--- src/rtl/mips_pkg.sv ---
// Shared MIPS core constants.
//   WB_SEL_*   : write-back source select encodings (3 is reserved and behaves as ALU)
//   MEM_SIZE_* : load size encodings (3 behaves as word)
//   REG_ZERO   : hard-wired zero register, never written
//   REG_RA     : return-address register used by jal
package mips_pkg;

    localparam logic [1:0] WB_SEL_ALU  = 2'd0;
    localparam logic [1:0] WB_SEL_MEM  = 2'd1;
    localparam logic [1:0] WB_SEL_LINK = 2'd2;

    localparam logic [1:0] MEM_SIZE_B  = 2'd0;
    localparam logic [1:0] MEM_SIZE_H  = 2'd1;
    localparam logic [1:0] MEM_SIZE_W  = 2'd2;

    localparam logic [4:0] REG_ZERO    = 5'd0;
    localparam logic [4:0] REG_RA      = 5'd31;

endpackage

--- src/rtl/load_formatter.sv ---
// Load data formatter (purely combinational).
// Picks the addressed byte/halfword lane out of an aligned little-endian
// memory word, sign- or zero-extends it, and flags misaligned accesses.
// Ports:
//   rdata      in  32      aligned word from data memory
//   off        in  2       byte offset within the word
//   size       in  2       MEM_SIZE_B / MEM_SIZE_H / MEM_SIZE_W (3 = word)
//   is_signed  in  1       1 = sign-extend byte/half, 0 = zero-extend
//   value      out DATA_W  formatted load value
//   misaligned out 1       half at odd offset, or word at non-zero offset
module load_formatter
    import mips_pkg::*;
#(
    parameter int DATA_W = 32
) (
    input  logic [31:0]       rdata,
    input  logic [1:0]        off,
    input  logic [1:0]        size,
    input  logic              is_signed,
    output logic [DATA_W-1:0] value,
    output logic              misaligned
);

    logic [7:0]  byte_lane;
    logic [15:0] half_lane;

    assign byte_lane = rdata[{off, 3'b000} +: 8];
    // off[0] is ignored for the lane choice; an odd offset is reported as misaligned.
    assign half_lane = off[1] ? rdata[31:16] : rdata[15:0];

    always_comb begin
        value      = '0;
        misaligned = 1'b0;
        case (size)
            MEM_SIZE_B: begin
                value = {{(DATA_W-8){is_signed & byte_lane[7]}}, byte_lane};
            end
            MEM_SIZE_H: begin
                value      = {{(DATA_W-16){is_signed & half_lane[15]}}, half_lane};
                misaligned = off[0];
            end
            default: begin
                value      = DATA_W'(rdata);
                misaligned = (off != 2'd0);
            end
        endcase
    end

endmodule

--- src/rtl/mem_wb_stage.sv ---
// MEM->WB pipeline register and write-back formatter.
// Captures one MEM-stage result per cycle, selects the write value
// (ALU / formatted load / link address), and drives the register file write
// port directly. The fwd_* bypass mirrors the write port so decode can see a
// value being written this cycle (reg_file reads are combinational and would
// otherwise return the stale value).
// Ports:
//   clk, rst                 core clock, async active-high reset
//   in_valid .. in_link_addr MEM-stage instruction payload
//   flush                    drop the instruction being captured this cycle
//   write_address/write_data/reg_write_en   register file write port
//   fwd_valid/fwd_addr/fwd_data             bypass copy of the write port
//   exc_misaligned           one-cycle pulse for a misaligned load in WB
//   retire_count             instructions retired through WB (wraps)
module mem_wb_stage
    import mips_pkg::*;
#(
    parameter int DATA_W = 32,
    parameter int ADDR_W = 5
) (
    input  logic              clk,
    input  logic              rst,
    input  logic              in_valid,
    input  logic              in_reg_write,
    input  logic [ADDR_W-1:0] in_dest,
    input  logic [1:0]        in_wb_sel,
    input  logic [1:0]        in_mem_size,
    input  logic              in_mem_signed,
    input  logic [DATA_W-1:0] in_alu_result,
    input  logic [DATA_W-1:0] in_mem_rdata,
    input  logic [DATA_W-1:0] in_link_addr,
    input  logic              flush,
    output logic [ADDR_W-1:0] write_address,
    output logic [DATA_W-1:0] write_data,
    output logic              reg_write_en,
    output logic              fwd_valid,
    output logic [ADDR_W-1:0] fwd_addr,
    output logic [DATA_W-1:0] fwd_data,
    output logic              exc_misaligned,
    output logic [31:0]       retire_count
);

    logic [DATA_W-1:0] load_value;
    logic              load_misaligned;
    logic [DATA_W-1:0] sel_data;
    logic              sel_misaligned;

    logic              wb_valid;
    logic              wb_reg_write;
    logic              wb_misaligned;
    logic [ADDR_W-1:0] wb_addr;
    logic [DATA_W-1:0] wb_data;
    logic [31:0]       retire_cnt;

    load_formatter #(
        .DATA_W (DATA_W)
    ) u_load_formatter (
        .rdata      (in_mem_rdata[31:0]),
        .off        (in_alu_result[1:0]),
        .size       (in_mem_size),
        .is_signed  (in_mem_signed),
        .value      (load_value),
        .misaligned (load_misaligned)
    );

    always_comb begin
        sel_data       = in_alu_result;
        sel_misaligned = 1'b0;
        case (in_wb_sel)
            WB_SEL_MEM: begin
                sel_data       = load_value;
                // Only loads can be misaligned; ALU results with odd low bits are ordinary data.
                sel_misaligned = load_misaligned;
            end
            WB_SEL_LINK: sel_data = in_link_addr;
            default:     sel_data = in_alu_result;
        endcase
    end

    always_ff @(posedge clk or posedge rst) begin
        if (rst) begin
            wb_valid      <= 1'b0;
            wb_reg_write  <= 1'b0;
            wb_misaligned <= 1'b0;
            wb_addr       <= '0;
            wb_data       <= '0;
        end else begin
            wb_valid <= in_valid & ~flush;
            if (in_valid) begin
                wb_reg_write  <= in_reg_write;
                wb_misaligned <= sel_misaligned;
                wb_addr       <= in_dest;
                wb_data       <= sel_data;
            end
        end
    end

    always_ff @(posedge clk or posedge rst) begin
        if (rst) begin
            retire_cnt <= '0;
        end else if (wb_valid && !wb_misaligned) begin
            retire_cnt <= retire_cnt + 32'd1;
        end
    end

    assign write_address  = wb_addr;
    assign write_data     = wb_data;
    assign reg_write_en   = wb_valid & wb_reg_write & (wb_addr != ADDR_W'(REG_ZERO)) & ~wb_misaligned;
    assign exc_misaligned = wb_valid & wb_misaligned;
    assign retire_count   = retire_cnt;

    assign fwd_valid = reg_write_en;
    assign fwd_addr  = write_address;
    assign fwd_data  = write_data;

endmodule

--- config.mk ---
export PLATFORM = sky130hd
export DESIGN_NAME = mem_wb_stage
export DESIGN_NICKNAME = d
export VERILOG_FILES = /design/src/rtl/mips_pkg.sv /design/src/rtl/load_formatter.sv /design/src/rtl/mem_wb_stage.sv
export SDC_FILE = /design/constraint.sdc
export NUM_CORES = 1
export LEC_CHECK = 0
export ABC_CLOCK_PERIOD_IN_PS = 5200
export BUFFER_PORTS_ARGS = -buffer_cell sky130_fd_sc_hd__buf_2
export CAP_MARGIN = 15
export CORE_ASPECT_RATIO = 1.4
export CORE_MARGIN = 2
export CORE_UTILIZATION = 51
export CTS_CLUSTER_SIZE = 14
export DETAILED_ROUTE_END_ITERATION = 10
export HOLD_SLACK_MARGIN = 0.02
export PLACE_DENSITY_LB_ADDON = 0.08
export SLEW_MARGIN = 20
export SYNTH_ARGS = -nofsm -noshare
export SYNTH_HDL_FRONTEND = slang
export SYNTH_HIERARCHICAL = 1
export SYNTH_SLANG_ARGS = --single-unit
export TNS_END_PERCENT = 100
--- constraint.sdc ---
create_clock -name clk -period 5.2 [get_ports clk]
set_input_delay 0.78 -clock clk [delete_from_list [all_inputs] [get_ports clk]]
set_output_delay 0.78 -clock clk [all_outputs]
set_load 0.02 [all_outputs]
==> results of run 1 <==
==> power by group through the flow <==
stage                     logic (mW)  clock network, mW  registers (mW)
final                          0.512              0.653           0.693
after global routing           0.551              0.689           0.703
after CTS                      0.515              0.666           0.693
after detailed placement       0.513                  0           0.702
after global placement         0.507                  0           0.697
after floorplan                0.303                  0           0.768
==> path summary, 6_finish.rpt <==
check / start / endpoint / slack (ps) / cells after the start
min in group asynchronous: rst / fwd_addr[3] / 740 / 3
hold reg to reg: retire_count[28] / retire_count[28] / 490 / 1
setup reg to reg: retire_count[0] / retire_count[24] / 3240 / 6
hold / removal: retire_count[28] / retire_count[28] / 490 / 1
max in group asynchronous: rst / fwd_data[0] / 3840 / 3
setup / recovery: in_alu_result[1] / fwd_data[28] / 2470 / 7
==> synthesized netlist by cell type (4+ instances only) <==
library cell	count
a221o_1	13
xnor2_1	18
nand3_1	9
a22oi_1	32
o21ai_0	39
buf_1	5
buf_2	4
clkbuf_1	18
nand4_1	5
o21ai_1	10
inv_1	6
nor2_1	11
dfrtp_1	72
xor2_1	13
mux2_2	45
and4b_1	5
nand2_1	63
a22o_1	8
buf_4	40
==> through the flow <==
step | utilization | cells
2_1_floorplan | - | 462
3_3_place_gp | 0.6220 | 719
3_5_place_dp | 0.6220 | 719
4_1_cts | 0.6582 | 735
5_1_grt | 0.6582 | 735
6_report | 0.6582 | 735
==> sequential cells by signal, summed over array words and instances (netlist names) <==
signal         cells
retire_count      32
wb_valid           1
wb_misaligned      1
wb_reg_write       1
fwd_addr           5
fwd_data          32
==> cells by family (layout without fill, tap and decap cells) <==
family	Yosys count	count (layout)	share of synthesized area
multiplexers	50	50	0.1254
adder cells (fa/ha/maj)	3	3	0.008218
AO/OA/AOI/OAI	109	109	0.1635
buffers and inverters	76	244	0.09970
flip-flops	72	72	0.3944
XOR/XNOR	31	31	0.05944
AND/OR/NAND/NOR	121	121	0.1493
==> layout make-up <==
| class | instances | share of cell area |
|---|---|---|
| clock inverter | 5 | 0.01427 |
| multi-input combinational | 314 | 0.4059 |
| timing repair buffer | 221 | 0.1950 |
| tap | 105 | 0.02305 |
| inverter | 7 | 0.004830 |
| sequential | 72 | 0.3161 |
| clock buffer | 11 | 0.04083 |
==> per-layer routing <==
metal  vias to the layer above  routed length [µm]  track usage
met3                        21                 752      0.04630
met5                         -                   0            0
li1                       1946                   -            -
met2                       159                6633       0.4469
met1                      1968                5108       0.3136
met4                         0                 339       0.1108
==> metrics, run 1 <==
average size of a mapped cell=about 9.9 µm²; number of global-route vias before repair=3872; CP Class=input port to register; final worst slack=around 2500 ps; worst-margin pin slew=960.8 ps; cell area power density=325.9 nW/µm²; Distinct cells, synth=49; Cell Area, Synth=4568 µm²; DR pass1 iterations=4; Yosys top cell by area=dfrtp_1; min Tclk post-route=2732 ps; CTS Root Cell=clkbuf_16; hold_buf cts=0; fill count=~770; Sequential Power Share=0.373; CP bufs+invs=1; overall routing resource usage=0.2567; Critical Path Max Stage Delay=610 ps; core area=slightly below 9000 µm²; number of synthesis warnings=6; post-CTS setup buffer count=0; sequential-to-total area share from yosys stat=0.3944; Slew headroom=0.3595; syn nets=about 580; part of the cycle the worst path needs=0.5254; CTS buffer count=9; synthesized instance count=462; DRC Markers=0; Clk pin slew, worst setup/hold paths=~60 ps; Placed Area=about 5400 µm²; async set or reset register ratio after synthesis=1.000; first-pass GRT wire length=19530 µm; layout cells sized above 1=0.4794; HPWL Detailed=between 9000 and 10000 µm; Critical Path RT=approximately 5400 ps; worst path cell trace=buf_2, mux2_2, mux2i_2, o21ai_0, a22oi_1, o21ai_0, mux2_2; final setup violation count=0; global placer's final weighted congestion=0.9442; Fmax=366.0 MHz; Max FO, Critical Path=19; port bufs=219; Max-Cap Viols=0; initial core utilization=0.5276; WL per Instance=approximately 17 µm; setup TNS=0 ps; most frequent cells in the layout=buf_2 (219), dfrtp_1 (72), nand2_1 (63); final hold viol count=0; P_int=1.251 mW; clk sinks=72; number of diodes=0; CP startpoint kind=input port; Die W=83.99 µm; htree depth=3; post-route cell area=5699 µm²; DRT iter0 DRCs=about 180; CP max stage cell=mux2i_2; num ports=220; Die Footprint=9741 µm²; area delta synth->final=24.76%; sequential cell area=about 1800 µm²; vias per cell=5.570; Lkg Pwr=2.945 nW; drt total wl=12830 µm; CTS tree=done; Pwr Total=between 1.5 and 2 mW; clock skew=8.488 ps; CTS Buffer Depth=2; total gr overflow=0; WHS=485.1 ps; Area contributors post-synth=dfrtp_1 (39%), mux2_2 (11%), buf_4 (6.6%); CP delay by family, top=multiplexers; footprint of the multi-input gates=2313 µm²; Nets=approximately 740; worst endpoint data arrival time=2950 ps; vias=4094; Place WS=2184 ps; Post-DRT Antenna Nets=0; largest net degree at the start of global routing=73; clk_lat worst skew=330 ps; Post-synth EDFFs=0; synthesized flop and latch total=72; status=completed; commonest non-fill, non-tap cell in the layout=buf_2; worst hold-check path type=register to register; unrepaired setup endpoints after global routing=false; post-CTS sizing=0; top-area cell type share of the netlist area=0.3944; Crit. End Element=register; die extent in y=116.0 µm; clock share of power=0.351; Pins Over Slew Limit=0; initial antenna violation count=0; Sw Pwr=0.6066 mW; Comb pwr share=0.276; number of core rows=40; Most used DFF post-synth=dfrtp_1; switch share=0.3266; peak supply drop=0.2882 mV
(Power assumes the default switching activity.)
==> run 2: changes to the inputs <==
--- a/config.mk
+++ b/config.mk
@@ -5,12 +5,13 @@
 export SDC_FILE = /design/constraint.sdc
 export NUM_CORES = 1
 export LEC_CHECK = 0
-export ABC_CLOCK_PERIOD_IN_PS = 5200
+export ABC_AREA = 1
+export ABC_CLOCK_PERIOD_IN_PS = 2700
 export BUFFER_PORTS_ARGS = -buffer_cell sky130_fd_sc_hd__buf_2
 export CAP_MARGIN = 15
 export CORE_ASPECT_RATIO = 1.4
 export CORE_MARGIN = 2
-export CORE_UTILIZATION = 51
+export CORE_UTILIZATION = 49
 export CTS_CLUSTER_SIZE = 14
 export DETAILED_ROUTE_END_ITERATION = 10
 export HOLD_SLACK_MARGIN = 0.02
==> constraint.sdc (replaced) <==
create_clock -name clk -period 2.7 [get_ports clk]
set_input_delay 0.405 -clock clk [delete_from_list [all_inputs] [get_ports clk]]
set_output_delay 0.405 -clock clk [all_outputs]
set_load 0.02 [all_outputs]
==> metrics, run 2 <==
overall routing resource usage=0.2922; synthesized instance count=718; initial antenna violation count=1; CTS Root Cell=clkbuf_16; Fmax=503.3 MHz; Die W=90.27 µm; Crit. End Element=output port; global placer's final weighted congestion=0.9664; gr busiest metal=met2; initial core utilization=0.4985; CP max stage cell=dfrtp_1; met3 usage=0.05929; Critical Path Max Stage Delay=460 ps; WL per Instance=16.08 µm; WHS=83.72 ps; hold_buf cts=0; number of core rows=44; commonest non-fill, non-tap cell in the layout=nand2_1; min Tclk post-route=1987 ps; cell area power density=~560 nW/µm²; syn nets=between 800 and 900; area delta synth->final=23.21%; CTS Buffer Depth=2; setup TNS=0 ps; CP Class=register to output port; Max FO, Critical Path=15; clk_lat worst skew=340 ps; Cell Area, Synth=between 5000 and 6000 µm²; port bufs=219; num ports=220; worst-margin pin slew=a little under 700 ps; status=completed; CTS tree=done; Area contributors post-synth=dfrtp_1 (35%), nand2_1 (18%), a21oi_1 (6.4%); most frequent cells in the layout=nand2_1 (239), buf_2 (219), nor2_1 (81); Post-DRT Antenna Nets=0; final setup violation count=0; Slew headroom=0.5409; r2r endpoint=retire_count[18]; CTS buffer count=9; CP delay by family, top=simple AND/OR/NAND/NOR gates; Most used DFF post-synth=dfrtp_1; first-pass GRT wire length=26100 µm; CP startpoint kind=register; DRT iter0 DRCs=about 270; Yosys top cell by area=dfrtp_1; Max-Cap Viols=0; sequential-to-total area share from yosys stat=0.3529; launching point of the worst reg2reg path=retire_count[1]; worst hold-check path type=input port to asynchronous set/reset pin; number of global-route vias before repair=about 5300; post-CTS sizing=0; layout cells sized above 1=0.3209; vias per cell=5.288; clock skew=11.35 ps; die extent in y=about 120 µm; synth cell count leaders=nand2_1 (239), nor2_1 (81), dfrtp_1 (72), a21oi_1 (65), buf_4 (39); number of synthesis warnings=6; Distinct cells, synth=32; post-CTS setup buffer count=0; DRC Markers=0; clk sinks=72; unrepaired setup endpoints after global routing=false; cell with the most instances after synthesis=nand2_1; met1 Track Usage GR=0.3300; HPWL Detailed=12850 µm; Critical Path RT=between 2000 and 2500 ps; average size of a mapped cell=7.110 µm²; Pins Over Slew Limit=0; peak supply drop=0.3132 mV; largest net degree at the start of global routing=52; GRT met2 Usage=0.5104; Nets=997; worst-case reg-to-reg path depth=8; total gr overflow=0; WP depth=5; Clk pin slew, worst setup/hold paths=approximately 60 ps; final hold viol count=0; DR pass1 iterations=4; part of the cycle the worst path needs=0.7359; worst path cell trace=inv_2, nor2_4, nand3_1, inv_1, buf_2; worst endpoint data arrival time=1580 ps; top-area cell type share of the netlist area=0.3529; Lkg Pwr=3.402 nW; core area=10240 µm²; number of diodes=0; Reg2Reg Setup Slack=1020 ps; htree depth=3; CP bufs+invs=3; drt total wl=~16000 µm; async set or reset register ratio after synthesis=1.000; synthesized flop and latch total=slightly above 70; Post-synth EDFFs=0; vias=5426; Die Footprint=11260 µm²
==> run 2: changes by cell type after synthesis, sizes merged, moves of 40 or more <==
| cell | delta |
|---|---|
| o21ai | -40 |
| nor2 | +78 |
| nand3 | +46 |
| a21oi | +63 |
| mux2 | -45 |
| nand2 | +184 |
==> run 2: report_power, final <==
group          switching, mW  internal [mW]  leakage, nW  total [mW]
clock network          0.484          0.814        0.153        1.30
logic                  0.603          0.326         2.34       0.929
registers              0.109           1.18        0.913        1.29
total                   1.20           2.32         3.40        3.52
==> run 2: routing by layer <==
layer / share of wire / wire (µm)
met1: 0.37 / 6171
met3: 0.068 / 1129
met5: 0.00097 / 16
met4: 0.053 / 871
met2: 0.50 / 8305
==> run 2: logic make-up (layout without fill, tap and decap cells) <==
| logic type | after synthesis | after routing | share of synthesized area |
|---|---|---|---|
| buffers and inverters | 111 | 281 | 0.1206 |
| AND/OR/NAND/NOR | 412 | 412 | 0.3681 |
| XOR/XNOR | 12 | 12 | 0.02059 |
| flip-flops | 72 | 72 | 0.3529 |
| adder cells (fa/ha/maj) | 3 | 3 | 0.007354 |
| AO/OA/AOI/OAI | 108 | 108 | 0.1304 |
==> run 2: area by class of cell <==
class	count	area [µm²]
clock buffers	10	229.0
clock inverters	6	90.09
fillers	1001	3950
inverters	40	155.1
multi-input cells	535	2688
flip-flops and latches	72	1802
well taps	138	172.7
repair buffers	225	1154
==> run 2: per-stage QoR <==
step	instance area, µm²	setup slack (ps)	total power [mW]	util	cells
3_3_place_gp	5971	561.4	2.231	0.5831	1010
5_1_grt	6290	628.9	3.693	0.6142	1026
3_5_place_dp	5971	512.6	2.244	0.5831	1010
6_report	6290	713.2	3.520	0.6142	1026
4_1_cts	6290	711.3	3.543	0.6142	1026
2_1_floorplan	5105	470.1	1.969	-	718
==> run 2: how the worst max path moves through the flow <==
stage / start / end / slack [ps]
after floorplan: rst / fwd_addr[0] / 470
final: wb_valid / reg_write_en / 710
after global routing: wb_valid / reg_write_en / 630
after CTS: wb_valid / reg_write_en / 710
after detailed placement: in_mem_size[1] / fwd_data[15] / 510
after global placement: in_mem_size[1] / fwd_data[15] / 560
==> run 2: worst reg2reg max path: cells and delay by family (launching register included) <==
| kind | cells | cell delay, ps |
|---|---|---|
| fa+ha+maj | 1 | 190 |
| buf+inv | 1 | 170 |
| flops | 1 | 410 |
| simple gates | 6 | 810 |
